<file path="src/rtl/cmd_proc.sv">
// -----------------------------------------------------------------------------
// cmd_proc
//
// Command processor sitting behind the UART command wrapper. It accepts one
// 16-bit command at a time, launches calibration / heading / move / solve,
// waits for the matching completion under a watchdog, then hands a one-byte
// response back to the wrapper and waits for it to be transmitted before it
// will accept the next command.
//
// Ports
//   clk              system clock, rising edge
//   rst              synchronous active-high reset
//   cmd_rdy, cmd     command handshake from the wrapper ([15:13] op, [12:0] arg)
//   clr_cmd_rdy      one-cycle pulse when the command is consumed
//   cal_done         calibration complete
//   mv_cmplt         heading change or move complete
//   sol_cmplt        maze solve complete
//   strt_cal         one-cycle calibration launch
//   strt_hdng        one-cycle heading launch
//   strt_mv          one-cycle move launch
//   desired_heading  heading target latched from cmd[11:0]
//   stp_lft/stp_rght move stop conditions latched from cmd[1]/cmd[0]
//   cmd_md           1 = host command mode, 0 = autonomous solve running
//   in_cal           high while calibration is running
//   send_resp, resp  response strobe and byte toward the wrapper transmitter
//   tx_done          wrapper has finished sending resp
//
// state     | meaning
// ----------+-----------------------------------------------------------------
// IDLE      | ready; a pending cmd_rdy is consumed and launched this cycle
// WAIT_CAL  | calibration running, waiting for cal_done or watchdog
// WAIT_HDNG | heading change running, waiting for mv_cmplt or watchdog
// WAIT_MV   | move running, waiting for mv_cmplt or watchdog
// WAIT_SOL  | solve running, waiting for sol_cmplt or watchdog
// RESP      | send_resp high for this single cycle
// WAIT_TX   | response byte in flight, waiting for tx_done
// -----------------------------------------------------------------------------
module cmd_proc #(
    parameter int unsigned        TO_W    = 24,
    parameter logic [TO_W-1:0]    TIMEOUT = 24'hFF_FFFF,
    parameter logic [7:0]         ACK     = 8'hA5,
    parameter logic [7:0]         ERR_TO  = 8'hEE,
    parameter logic [7:0]         ERR_OP  = 8'hE0
) (
    input  logic        clk,
    input  logic        rst,
    input  logic        cmd_rdy,
    input  logic [15:0] cmd,
    output logic        clr_cmd_rdy,
    input  logic        cal_done,
    input  logic        mv_cmplt,
    input  logic        sol_cmplt,
    output logic        strt_cal,
    output logic        strt_hdng,
    output logic        strt_mv,
    output logic [11:0] desired_heading,
    output logic        stp_lft,
    output logic        stp_rght,
    output logic        cmd_md,
    output logic        in_cal,
    output logic        send_resp,
    output logic [7:0]  resp,
    input  logic        tx_done
);

    typedef enum logic [2:0] {
        IDLE      = 3'd0,
        WAIT_CAL  = 3'd1,
        WAIT_HDNG = 3'd2,
        WAIT_MV   = 3'd3,
        WAIT_SOL  = 3'd4,
        RESP      = 3'd5,
        WAIT_TX   = 3'd6
    } state_t;

    localparam logic [2:0] OP_CAL  = 3'b000;
    localparam logic [2:0] OP_HDNG = 3'b001;
    localparam logic [2:0] OP_MV   = 3'b010;
    localparam logic [2:0] OP_SOL  = 3'b011;

    state_t            state;
    logic [TO_W-1:0]   wdog;
    logic [2:0]        opcode;
    logic              accept;
    logic              done_sel;
    logic              timed_out;
    logic              unused_cmd_bit;

    assign opcode = cmd[15:13];

    // Operand bit 12 has no meaning for any opcode.
    assign unused_cmd_bit = cmd[12];

    // The wrapper expects the consume pulse in the same cycle it presents
    // cmd_rdy, and launches must coincide with it, so these strobes are
    // decoded from the current state rather than registered. Gating with rst
    // keeps a command that is pending during reset from being swallowed.
    assign accept      = (state == IDLE) && cmd_rdy && !rst;
    assign clr_cmd_rdy = accept;
    assign strt_cal    = accept && (opcode == OP_CAL);
    assign strt_hdng   = accept && (opcode == OP_HDNG);
    assign strt_mv     = accept && (opcode == OP_MV);

    // Only the completion that belongs to the current wait state counts.
    always_comb begin
        done_sel = 1'b0;
        unique case (state)
            WAIT_CAL:  done_sel = cal_done;
            WAIT_HDNG: done_sel = mv_cmplt;
            WAIT_MV:   done_sel = mv_cmplt;
            WAIT_SOL:  done_sel = sol_cmplt;
            default:   done_sel = 1'b0;
        endcase
    end

    assign timed_out = (wdog == TIMEOUT);

    always_ff @(posedge clk) begin
        if (rst) begin
            state           <= IDLE;
            wdog            <= '0;
            desired_heading <= 12'h000;
            stp_lft         <= 1'b0;
            stp_rght        <= 1'b0;
            cmd_md          <= 1'b1;
            in_cal          <= 1'b0;
            resp            <= 8'h00;
            send_resp       <= 1'b0;
        end else begin
            send_resp <= 1'b0;
            unique case (state)
                IDLE: begin
                    if (cmd_rdy) begin
                        wdog <= '0;
                        unique case (opcode)
                            OP_CAL: begin
                                in_cal <= 1'b1;
                                state  <= WAIT_CAL;
                            end
                            OP_HDNG: begin
                                desired_heading <= cmd[11:0];
                                state           <= WAIT_HDNG;
                            end
                            OP_MV: begin
                                stp_lft  <= cmd[1];
                                stp_rght <= cmd[0];
                                state    <= WAIT_MV;
                            end
                            OP_SOL: begin
                                cmd_md <= 1'b0;
                                state  <= WAIT_SOL;
                            end
                            default: begin
                                resp      <= ERR_OP;
                                send_resp <= 1'b1;
                                state     <= RESP;
                            end
                        endcase
                    end
                end

                WAIT_CAL, WAIT_HDNG, WAIT_MV, WAIT_SOL: begin
                    // Saturating count; the compare below leaves the state
                    // on the same cycle the terminal value is seen.
                    if (!timed_out) begin
                        wdog <= wdog + 1'b1;
                    end
                    if (done_sel || timed_out) begin
                        // Completion takes priority over a coincident timeout.
                        resp <= done_sel ? ACK : ERR_TO;
                        if (state == WAIT_CAL) begin
                            in_cal <= 1'b0;
                        end
                        if (state == WAIT_SOL) begin
                            cmd_md <= 1'b1;
                        end
                        send_resp <= 1'b1;
                        state     <= RESP;
                    end
                end

                RESP: begin
                    state <= WAIT_TX;
                end

                WAIT_TX: begin
                    if (tx_done) begin
                        state <= IDLE;
                    end
                end

                default: begin
                    state <= IDLE;
                end
            endcase
        end
    end

endmodule

</file>
<file path="config.mk">
export PLATFORM = sky130hd
export DESIGN_NAME = cmd_proc
export DESIGN_NICKNAME = d
export VERILOG_FILES = /design/src/rtl/cmd_proc.sv
export SDC_FILE = /design/constraint.sdc
export NUM_CORES = 1
export LEC_CHECK = 0
export CAP_MARGIN = 20
export CELL_PAD_IN_SITES_DETAIL_PLACEMENT = 1
export CELL_PAD_IN_SITES_GLOBAL_PLACEMENT = 2
export CORE_ASPECT_RATIO = 0.8
export CORE_UTILIZATION = 32
export DETAILED_ROUTE_END_ITERATION = 12
export PLACE_DENSITY = 0.94
export SLEW_MARGIN = 40
export SYNTH_ARGS = -nofsm -noshare
export SYNTH_HDL_FRONTEND = slang
export SYNTH_SLANG_ARGS = --single-unit
</file>
<file path="constraint.sdc">
create_clock -name clk -period 3.05 [get_ports clk]
set_input_delay 0.305 -clock clk [delete_from_list [all_inputs] [get_ports clk]]
set_output_delay 0.305 -clock clk [all_outputs]
set_load 0.01 [all_outputs]
</file>
==> flow_metrics.env, run 1 <==
export IMPL_drv_slew=0
export IMPL_cpMaxStageDelayCell="or4b_4"
export IMPL_synth_edf_count=0
export IMPL_arrival_ns=2.60
export IMPL_clockBufferDepth=2
export IMPL_post_route_period_util=0.954
export IMPL_cap_violations=0
export IMPL_grt_usage=0.193
export IMPL_overflow=0
export IMPL_nFillCells=931
export IMPL_ir_worst_vdd_v=0.000235
export IMPL_grt_pass1_wl_mm=12.3
export IMPL_seq_area_frac_synth=0.389
export IMPL_fin_worst_skew_ns=0.00829
export IMPL_post_cts_buffers=0
export IMPL_first_global_vias=2459
export IMPL_finalSetupViolations=0
export IMPL_p_leak_nw=1.07
export IMPL_std_cell_rows=28
export IMPL_wire_per_inst_microns=16.1
export IMPL_min_to="desired_heading[3]$_SDFFE_PP0P_"
export IMPL_max_stage_delay_ns=0.70
export IMPL_vias_per_cell=5.28
export IMPL_cellPowerDensity_nw_per_um2=547
export IMPL_root_buffer="clkbuf_8"
export IMPL_fin_cells=466
export IMPL_dieArea_sq_um=8240
export IMPL_finalPower_w=0.00176
export IMPL_syn_area_sq_um=2520
export IMPL_slew_headroom=0.598
export IMPL_ys_ff_latch=49
export IMPL_cts_sinks=49
export IMPL_dp_hpwl_mm=5.47
export IMPL_drtAntennaViolNets=0
export IMPL_required_ns=2.74
export IMPL_start_util=0.336
export IMPL_cts_max_level=2
export IMPL_timing_rr_end="wdog[23]$_SDFFE_PP0P_"
export IMPL_grt_use_met1=0.265
export IMPL_drive_gt1_frac=0.0665
export IMPL_portBuffers=49
export IMPL_cts_resized=0
export IMPL_fin_setup_tns_ns=0
export IMPL_hold_class="register to register"
export IMPL_cp_top_family="simple AND/OR/NAND/NOR gates"
export IMPL_syn_num_nets=340
export IMPL_n_antenna_cell=0
export IMPL_fin_crit_ns=2.91
export IMPL_cts_tree="built"
export IMPL_cp_end_kind="output port"
export IMPL_place_inst=458
export IMPL_synthFlopType="dfxtp_1"
export IMPL_status="finished, final reports clean"
export IMPL_r2r_cells=6
export IMPL_fmax_mhz=344
export IMPL_use_met2=0.312
export IMPL_rsz0062_at_grt="false"
export IMPL_drc_errors=0
export IMPL_cts_made_buffers=5
export IMPL_antenna_found_initial=0
export IMPL_crit_chain="or4b_4 -> or3_1 -> nor2_1 -> clkdlybuf4s50_1"
export IMPL_cp_start_kind="register"
export IMPL_fin_nets=384
export IMPL_vias=2462
export IMPL_hold_viol_final=0
export IMPL_synth_cells=316
export IMPL_ys_warn_count=0
export IMPL_r2r_slack_ns=0.53
export IMPL_wirelength_mm=7.50
export IMPL_die_h_microns=81.4
export IMPL_postCtsHoldBufs=0
export IMPL_min_from="desired_heading[3]$_SDFFE_PP0P_"
export IMPL_crit_buf_inv=1
export IMPL_die_w_microns=101
export IMPL_grt_busiest_layer="met2"
export IMPL_use_met3=0.0255
export IMPL_hold_depth=2
export IMPL_core_sq_um=7500
export IMPL_insertion_delay_ns=0.32
export IMPL_worst_slew_pin_slew_ns=0.587
export IMPL_rr_startpoint="state[2]$_SDFFE_PP0P_"
export IMPL_grt_max_degree=40
export IMPL_routabilityCongestion=0.795
export IMPL_clk_pin_slew_ns=0.09
export IMPL_dr_pass1_iters=4
export IMPL_synthArstFlopShare=0
export IMPL_area_growth_pct=27.4
export IMPL_drt_iter0_drc=59
export IMPL_synth_distinct_cells=50
export IMPL_cp_max_fo=20
export IMPL_crit_type="register to output port"
export IMPL_syn_avg_cell_area_sq_um=7.98
export IMPL_pin_count=52
export IMPL_whs_ns=0.464
layout make-up:
cell class,instances,area [sq um],area share
inverter,4,15.0,0.00467
multi-input combinational,242,1410,0.439
tap,105,131,0.0409
sequential,49,981,0.305
clock inverter,1,30.0,0.00934
clock buffer,7,86.3,0.0269
timing repair buffer,58,558,0.174
worst max path at each step:
stage                     startpoint                    end  slack (ns)  depth (start not counted)
2_1_floorplan  state[2]$_SDFFE_PP0P_              strt_hdng        0.95                          5
3_5_place_dp                 cmd_rdy  wdog[23]$_SDFFE_PP0P_        0.31                          8
4_1_cts        state[2]$_SDFFE_PP0P_              strt_hdng        0.13                          4
3_3_place_gp                 cmd_rdy              strt_hdng        0.36                          5
5_1_grt        state[2]$_SDFFE_PP0P_              strt_hdng        0.03                          4
6_report       state[2]$_SDFFE_PP0P_              strt_hdng        0.14                          4
metrics by stage:
stage	util	setup WS [ns]	cell area, sq um
floorplan	-	0.952	2520
global placement	0.413	0.360	3100
detailed placement	0.413	0.312	3100
CTS	0.429	0.129	3210
global route	0.429	0.0301	3210
finish	0.429	0.141	3210
worst reg2reg max path: cells and delay by family, from the launching register on:
family	cells	cell delay, ns
buffers and inverters	1	0.22
DFF	1	0.72
AOI/OAI and AO/OA	3	0.75
and+or+nand+nor	2	0.75
layer usage:
layer	vias to the layer above	part of all wire
met2	35	0.46
met3	8	0.022
met4	0	0.015
met1	1189	0.51
li1	1230	-
met5	-	0
cells in the mapped netlist, drive strengths merged (3+ instances only):
cell	number	area [sq um]
mux2i	11	110
a2111oi	5	43.8
and4	4	35.0
o31ai	4	30.0
nand3	18	90.1
or4	5	37.5
inv	4	15.0
nor3	8	40.0
a211oi	4	30.0
nor4	3	18.8
a21oi	37	185
nor2	26	97.6
clkbuf	12	45.0
o21ai	12	82.6
dfxtp	49	981
nand2	48	180
buf	9	68.8
nand4	7	50.1
xnor2	5	43.8
or3	15	93.8
flip-flops by register name, indices dropped and copies added, names as in the netlist:
| signal | count |
|---|---|
| wdog | 24 |
| desired_heading | 12 |
| resp | 5 |
| state | 3 |
| cmd_md | 1 |
| in_cal | 1 |
| send_resp | 1 |
| stp_lft | 1 |
| stp_rght | 1 |
kinds of logic after synthesis:
kind of cell,Yosys count,synth area share
AND/OR/NAND/NOR,147,0.296
AO/OA/AOI/OAI,75,0.189
flip-flops,49,0.389
buffers and inverters,25,0.0511
multiplexers,12,0.0481
XOR/XNOR,6,0.0208
adder cells (fa/ha/maj),1,0.00496
other,1,0.00149
cell usage in the layout (no fill, tap or decap), types with 2 or more instances in the layout:
master and count:
mux2i_1 11, nand2_1 48, and4_1 4, a31oi_1 2, nand4_1 6, a2111oi_0 5, inv_1 4, o21ai_1 2
o21ai_4 2, or4_1 5, nand3_1 18, and2_1 2, and3_1 2, o21a_1 2, nor4_1 3, a21oi_1 37
nor3_1 8, buf_4 9, clkdlybuf4s50_1 49, o21ai_0 8, dfxtp_1 49, xnor2_1 5, o31ai_1 4, clkbuf_8 6
or3_1 15, o211ai_1 2, or2_2 2, a211oi_1 4, nor2_1 26
power by group:
group	switching [W]	total, W	internal [W]
Clock	0.000232	0.000500	0.000268
Sequential	0.0000478	0.000728	0.000680
Combinational	0.000317	0.000530	0.000213
Total	0.000597	0.00176	0.00116
Power figures use the tool's default switching activity.
==> run 2: changes to the inputs <==
- ABC_CLOCK_PERIOD_IN_PS: unset -> 3050
- CORE_MARGIN: unset -> 5
==> flow_metrics.env, run 2 (same netlist as run 1, synthesis figures left out) <==
export IMPL_status="finished, final reports clean"
export IMPL_cts_resized=0
export IMPL_antenna_found_initial=0
export IMPL_routabilityCongestion=0.789
export IMPL_grt_max_degree=40
export IMPL_drc_errors=0
export IMPL_cp_end_kind="output port"
export IMPL_core_sq_um=7800
export IMPL_grt_pass1_wl_mm=13.0
export IMPL_clk_pin_slew_ns=0.09
export IMPL_first_global_vias=2546
export IMPL_place_area_sq_um=3120
export IMPL_finalPower_w=0.00177
export IMPL_pin_count=52
export IMPL_dieArea_sq_um=9770
export IMPL_fin_crit_ns=2.70
export IMPL_cap_violations=0
export IMPL_drv_slew=0
export IMPL_clockBufferDepth=2
export IMPL_crit_type="input port to output port"
export IMPL_dr_pass1_iters=4
export IMPL_cts_made_buffers=5
export IMPL_post_place_ws_ns=0.358
export IMPL_regMostFlops="wdog"
export IMPL_cts_tree="built"
export IMPL_die_w_microns=109
export IMPL_n_antenna_cell=0
export IMPL_drtAntennaViolNets=0
export IMPL_insertion_delay_ns=0.30
export IMPL_arrival_ns=2.39
export IMPL_hold_viol_final=0
export IMPL_drt_iter0_drc=89
export IMPL_p_leak_nw=1.08
export IMPL_setup_slack_ns=0.354
export IMPL_ir_worst_vdd_v=0.000187
export IMPL_post_route_period_util=0.884
export IMPL_hold_class="register to register"
export IMPL_cts_max_level=2
export IMPL_layout_common_cells="49 x dfxtp_1, 49 x clkdlybuf4s50_1, 48 x nand2_1"
export IMPL_top_regs="wdog x24, desired_heading x12, resp x5"
export IMPL_finalSetupViolations=0
export IMPL_portBuffers=49
export IMPL_grt_usage=0.166
export IMPL_drive_gt1_frac=0.0744
export IMPL_cts_sinks=49
export IMPL_cp_max_fo=4
export IMPL_final_area_sq_um=3240
export IMPL_fin_nets=386
export IMPL_area_growth_pct=28.4
export IMPL_vias=2500
export IMPL_wire_per_inst_microns=16.8
export IMPL_largest_reg_flops=24
export IMPL_root_buffer="clkbuf_8"
export IMPL_die_h_microns=89.4
export IMPL_postCtsHoldBufs=0
export IMPL_overflow=0
export IMPL_utilization=0.415
export IMPL_fin_setup_tns_ns=0
export IMPL_post_cts_buffers=0
export IMPL_vias_per_cell=5.31
export IMPL_slew_headroom=0.530
export IMPL_wirelength_mm=7.89
export IMPL_fin_worst_skew_ns=0.00839
export IMPL_rsz0062_at_grt="false"
export IMPL_fmax_mhz=371
export IMPL_cp_start_kind="input port"
export IMPL_dp_hpwl_mm=5.86
export IMPL_required_ns=2.74
export IMPL_start_util=0.323
export IMPL_worst_slew_pin_slew_ns=0.687
export IMPL_std_cell_rows=29
export IMPL_cellPowerDensity_nw_per_um2=546
## run 2: cell types whose count changed in the layout (fill, tap and decap cells not counted)
cell | before | now
nor4b_2 | 0 | 1
buf_4 | 9 | 11
nor4b_1 | 1 | 0
## run 2: report_power, final
| part | internal, W | switching [W] | leakage [nW] |
|---|---|---|---|
| Combinational | 0.000223 | 0.000328 | 0.622 |
| Sequential | 0.000680 | 0.0000449 | 0.397 |
| Clock | 0.000268 | 0.000224 | 0.0585 |
## run 2: cell type report
cell class / count / area [sq um]
Clock buffer: 7 / 86.3
Tap cell: 108 / 135
Fill cell: 936 / 4560
Multi-Input combinational cell: 242 / 1420
Clock inverter: 1 / 30.0
Sequential cell: 49 / 981
Timing Repair Buffer: 60 / 573
Inverter: 4 / 15.0
## run 2: metal layers
metal  GRT usage  up-vias  wire [microns]
met5           0        -               0
met4      0.0442        0              65
met3      0.0253        5             178
met2       0.271       36            3810
met1       0.228     1227            3840
li1            -     1232               -
## run 2: per-stage QoR
stage / hold slack (ns) / std cells
2_1_floorplan: 0.439 / 316
3_3_place_gp: 0.443 / 463
3_5_place_dp: 0.451 / 463
4_1_cts: 0.465 / 471
5_1_grt: 0.494 / 471
6_report: 0.461 / 471
## run 2: critical path, cell delays in order
cell,delay [ns]
clkdlybuf4s50_1,0.53
or4b_4,0.48
or3_1,0.42
nor2_1,0.11
clkdlybuf4s50_1,0.55
## run 2: path summary, 6_finish.rpt
check | endpoint | start | slack, ns | cells past startpoint
max | strt_hdng | cmd_rdy | 0.35 | 5
min | desired_heading[10]$_SDFFE_PP0P_ | desired_heading[10]$_SDFFE_PP0P_ | 0.46 | 2
max reg2reg | wdog[21]$_SDFFE_PP0P_ | wdog[0]$_SDFFE_PP0P_ | 0.64 | 6
min reg2reg | desired_heading[10]$_SDFFE_PP0P_ | desired_heading[10]$_SDFFE_PP0P_ | 0.46 | 2
==> run 3: changes to the inputs <==
- PLACE_DENSITY: 0.94 -> 0.81
==> flow_metrics.env, run 3 (same netlist as run 1, synthesis figures left out) <==
export IMPL_status="finished, final reports clean"
export IMPL_required_ns=2.74
export IMPL_portBuffers=49
export IMPL_rsz0062_at_grt="false"
export IMPL_largest_reg_flops=24
export IMPL_cp_max_fo=2
export IMPL_layout_common_cells="49 x dfxtp_1, 49 x clkdlybuf4s50_1, 48 x nand2_1"
export IMPL_fin_worst_skew_ns=0.00826
export IMPL_p_leak_nw=1.07
export IMPL_core_sq_um=7800
export IMPL_seqPwrFrac=0.427
export IMPL_drive_gt1_frac=0.0744
export IMPL_start_util=0.323
export IMPL_dp_hpwl_mm=5.55
export IMPL_cts_tree="built"
export IMPL_grt_max_degree=29
export IMPL_grt_use_met1=0.234
export IMPL_vias=2465
export IMPL_root_buffer="clkbuf_8"
export IMPL_vias_per_cell=5.23
export IMPL_dieArea_sq_um=9770
export IMPL_grt_pass1_wl_mm=12.6
export IMPL_cts_max_level=2
export IMPL_min_from="desired_heading[5]$_SDFFE_PP0P_"
export IMPL_cts_made_buffers=5
export IMPL_insertion_delay_ns=0.30
export IMPL_area_growth_pct=27.5
export IMPL_cts_sinks=49
export IMPL_nFillCells=953
export IMPL_drc_errors=0
export IMPL_utilization=0.412
export IMPL_clkPwrFrac=0.236
export IMPL_switching_share=0.348
export IMPL_drtAntennaViolNets=0
export IMPL_crit_type="input port to output port"
export IMPL_antenna_found_initial=0
export IMPL_drv_slew=0
export IMPL_wirelength_mm=7.47
export IMPL_die_w_microns=109
export IMPL_grt_usage=0.161
export IMPL_finalSetupViolations=0
export IMPL_top_regs="wdog x24, desired_heading x12, resp x5"
export IMPL_post_cts_buffers=0
export IMPL_r2r_slack_ns=0.62
export IMPL_dr_pass1_iters=4
export IMPL_timing_rr_end="state[1]$_SDFFE_PP0P_"
export IMPL_clk_pin_slew_ns=0.09
export IMPL_r2r_cells=7
export IMPL_wire_per_inst_microns=15.9
export IMPL_cp_start_kind="input port"
export IMPL_hold_depth=2
export IMPL_cellPowerDensity_nw_per_um2=518
export IMPL_regArea_sq_um=981
export IMPL_hold_viol_final=0
export IMPL_overflow=0
export IMPL_clockBufferDepth=2
export IMPL_multiInputGateArea_sq_um=1420
export IMPL_cap_violations=0
export IMPL_grt_busiest_layer="met2"
export IMPL_post_route_period_util=0.869
export IMPL_power_internal_w=0.00108
export IMPL_postCtsHoldBufs=0
export IMPL_rr_startpoint="wdog[0]$_SDFFE_PP0P_"
export IMPL_pin_count=52
export IMPL_fin_setup_tns_ns=0
export IMPL_slew_headroom=0.598
export IMPL_std_cell_rows=29
export IMPL_hold_class="register to register"
export IMPL_die_h_microns=89.4
export IMPL_arrival_ns=2.34
export IMPL_fin_crit_ns=2.65
export IMPL_cp_end_kind="output port"
export IMPL_ir_worst_vdd_v=0.000220
export IMPL_regMostFlops="wdog"
export IMPL_worst_slew_pin_slew_ns=0.588
export IMPL_cts_resized=0
export IMPL_power_switching_w=0.000580
export IMPL_routabilityCongestion=0.777
export IMPL_min_to="desired_heading[5]$_SDFFE_PP0P_"
export IMPL_n_antenna_cell=0
export IMPL_use_met2=0.254
export IMPL_drt_iter0_drc=72
export IMPL_fmax_mhz=377
export IMPL_first_global_vias=2545
export IMPL_fin_nets=387
export IMPL_use_met3=0.0253
export IMPL_comb_power_share=0.337
==> run 3: cell types whose count changed in the layout (fill, tap and decap cells not counted) <==
cell / change
buf_4: +1
bufinv_16: -1
==> run 3: area by class of cell <==
| type | count | area share |
|---|---|---|
| clock buffer | 7 | 0.0268 |
| inverter | 4 | 0.00467 |
| multi-input combinational | 242 | 0.441 |
| sequential | 49 | 0.305 |
| tap | 108 | 0.0420 |
| timing repair buffer | 61 | 0.180 |
==> run 3: worst max-delay path by stage <==
| stage | startpoint | endpoint | slack, ns | cells after the start |
|---|---|---|---|---|
| floorplan | state[2]$_SDFFE_PP0P_ | strt_hdng | 0.95 | 5 |
| global placement | cmd_rdy | strt_hdng | 0.41 | 5 |
| detailed placement | cmd_rdy | strt_hdng | 0.38 | 5 |
| CTS | cmd_rdy | strt_hdng | 0.38 | 5 |
| global route | cmd_rdy | strt_hdng | 0.36 | 5 |
| finish | cmd_rdy | strt_hdng | 0.40 | 5 |
==> run 3: per-stage QoR <==
step	instance area, sq um	cells	power (W)	worst slack, ns	hold slack, ns
floorplan	2520	316	0.00109	0.952	0.439
global placement	3130	464	0.00128	0.414	0.442
detailed placement	3130	464	0.00129	0.381	0.453
CTS	3220	471	0.00169	0.380	0.467
global route	3220	471	0.00178	0.356	0.488
finish	3220	471	0.00167	0.400	0.461
==> run 3: worst max-delay path, stage by stage <==
cell and delay (ns):
clkdlybuf4s50_1 0.48, or4b_4 0.46, or3_1 0.41, nor2_1 0.12, clkdlybuf4s50_1 0.56
==> run 3: power by group through the flow <==
stage / Clock (W) / Sequential [W] / Combinational, W
after detailed placement: 0 / 0.000726 / 0.000562
after global placement: 0 / 0.000724 / 0.000555
after CTS: 0.000413 / 0.000712 / 0.000566
final: 0.000393 / 0.000711 / 0.000561
after floorplan: 0 / 0.000731 / 0.000363
after global routing: 0.000439 / 0.000718 / 0.000625
==> run 3: routing by layer <==
metal,routed length [microns],share of wire,vias up
li1,-,-,1237
met1,3920,0.52,1194
met2,3350,0.45,29
met3,161,0.022,5
met4,40,0.0054,0
met5,0,0,-
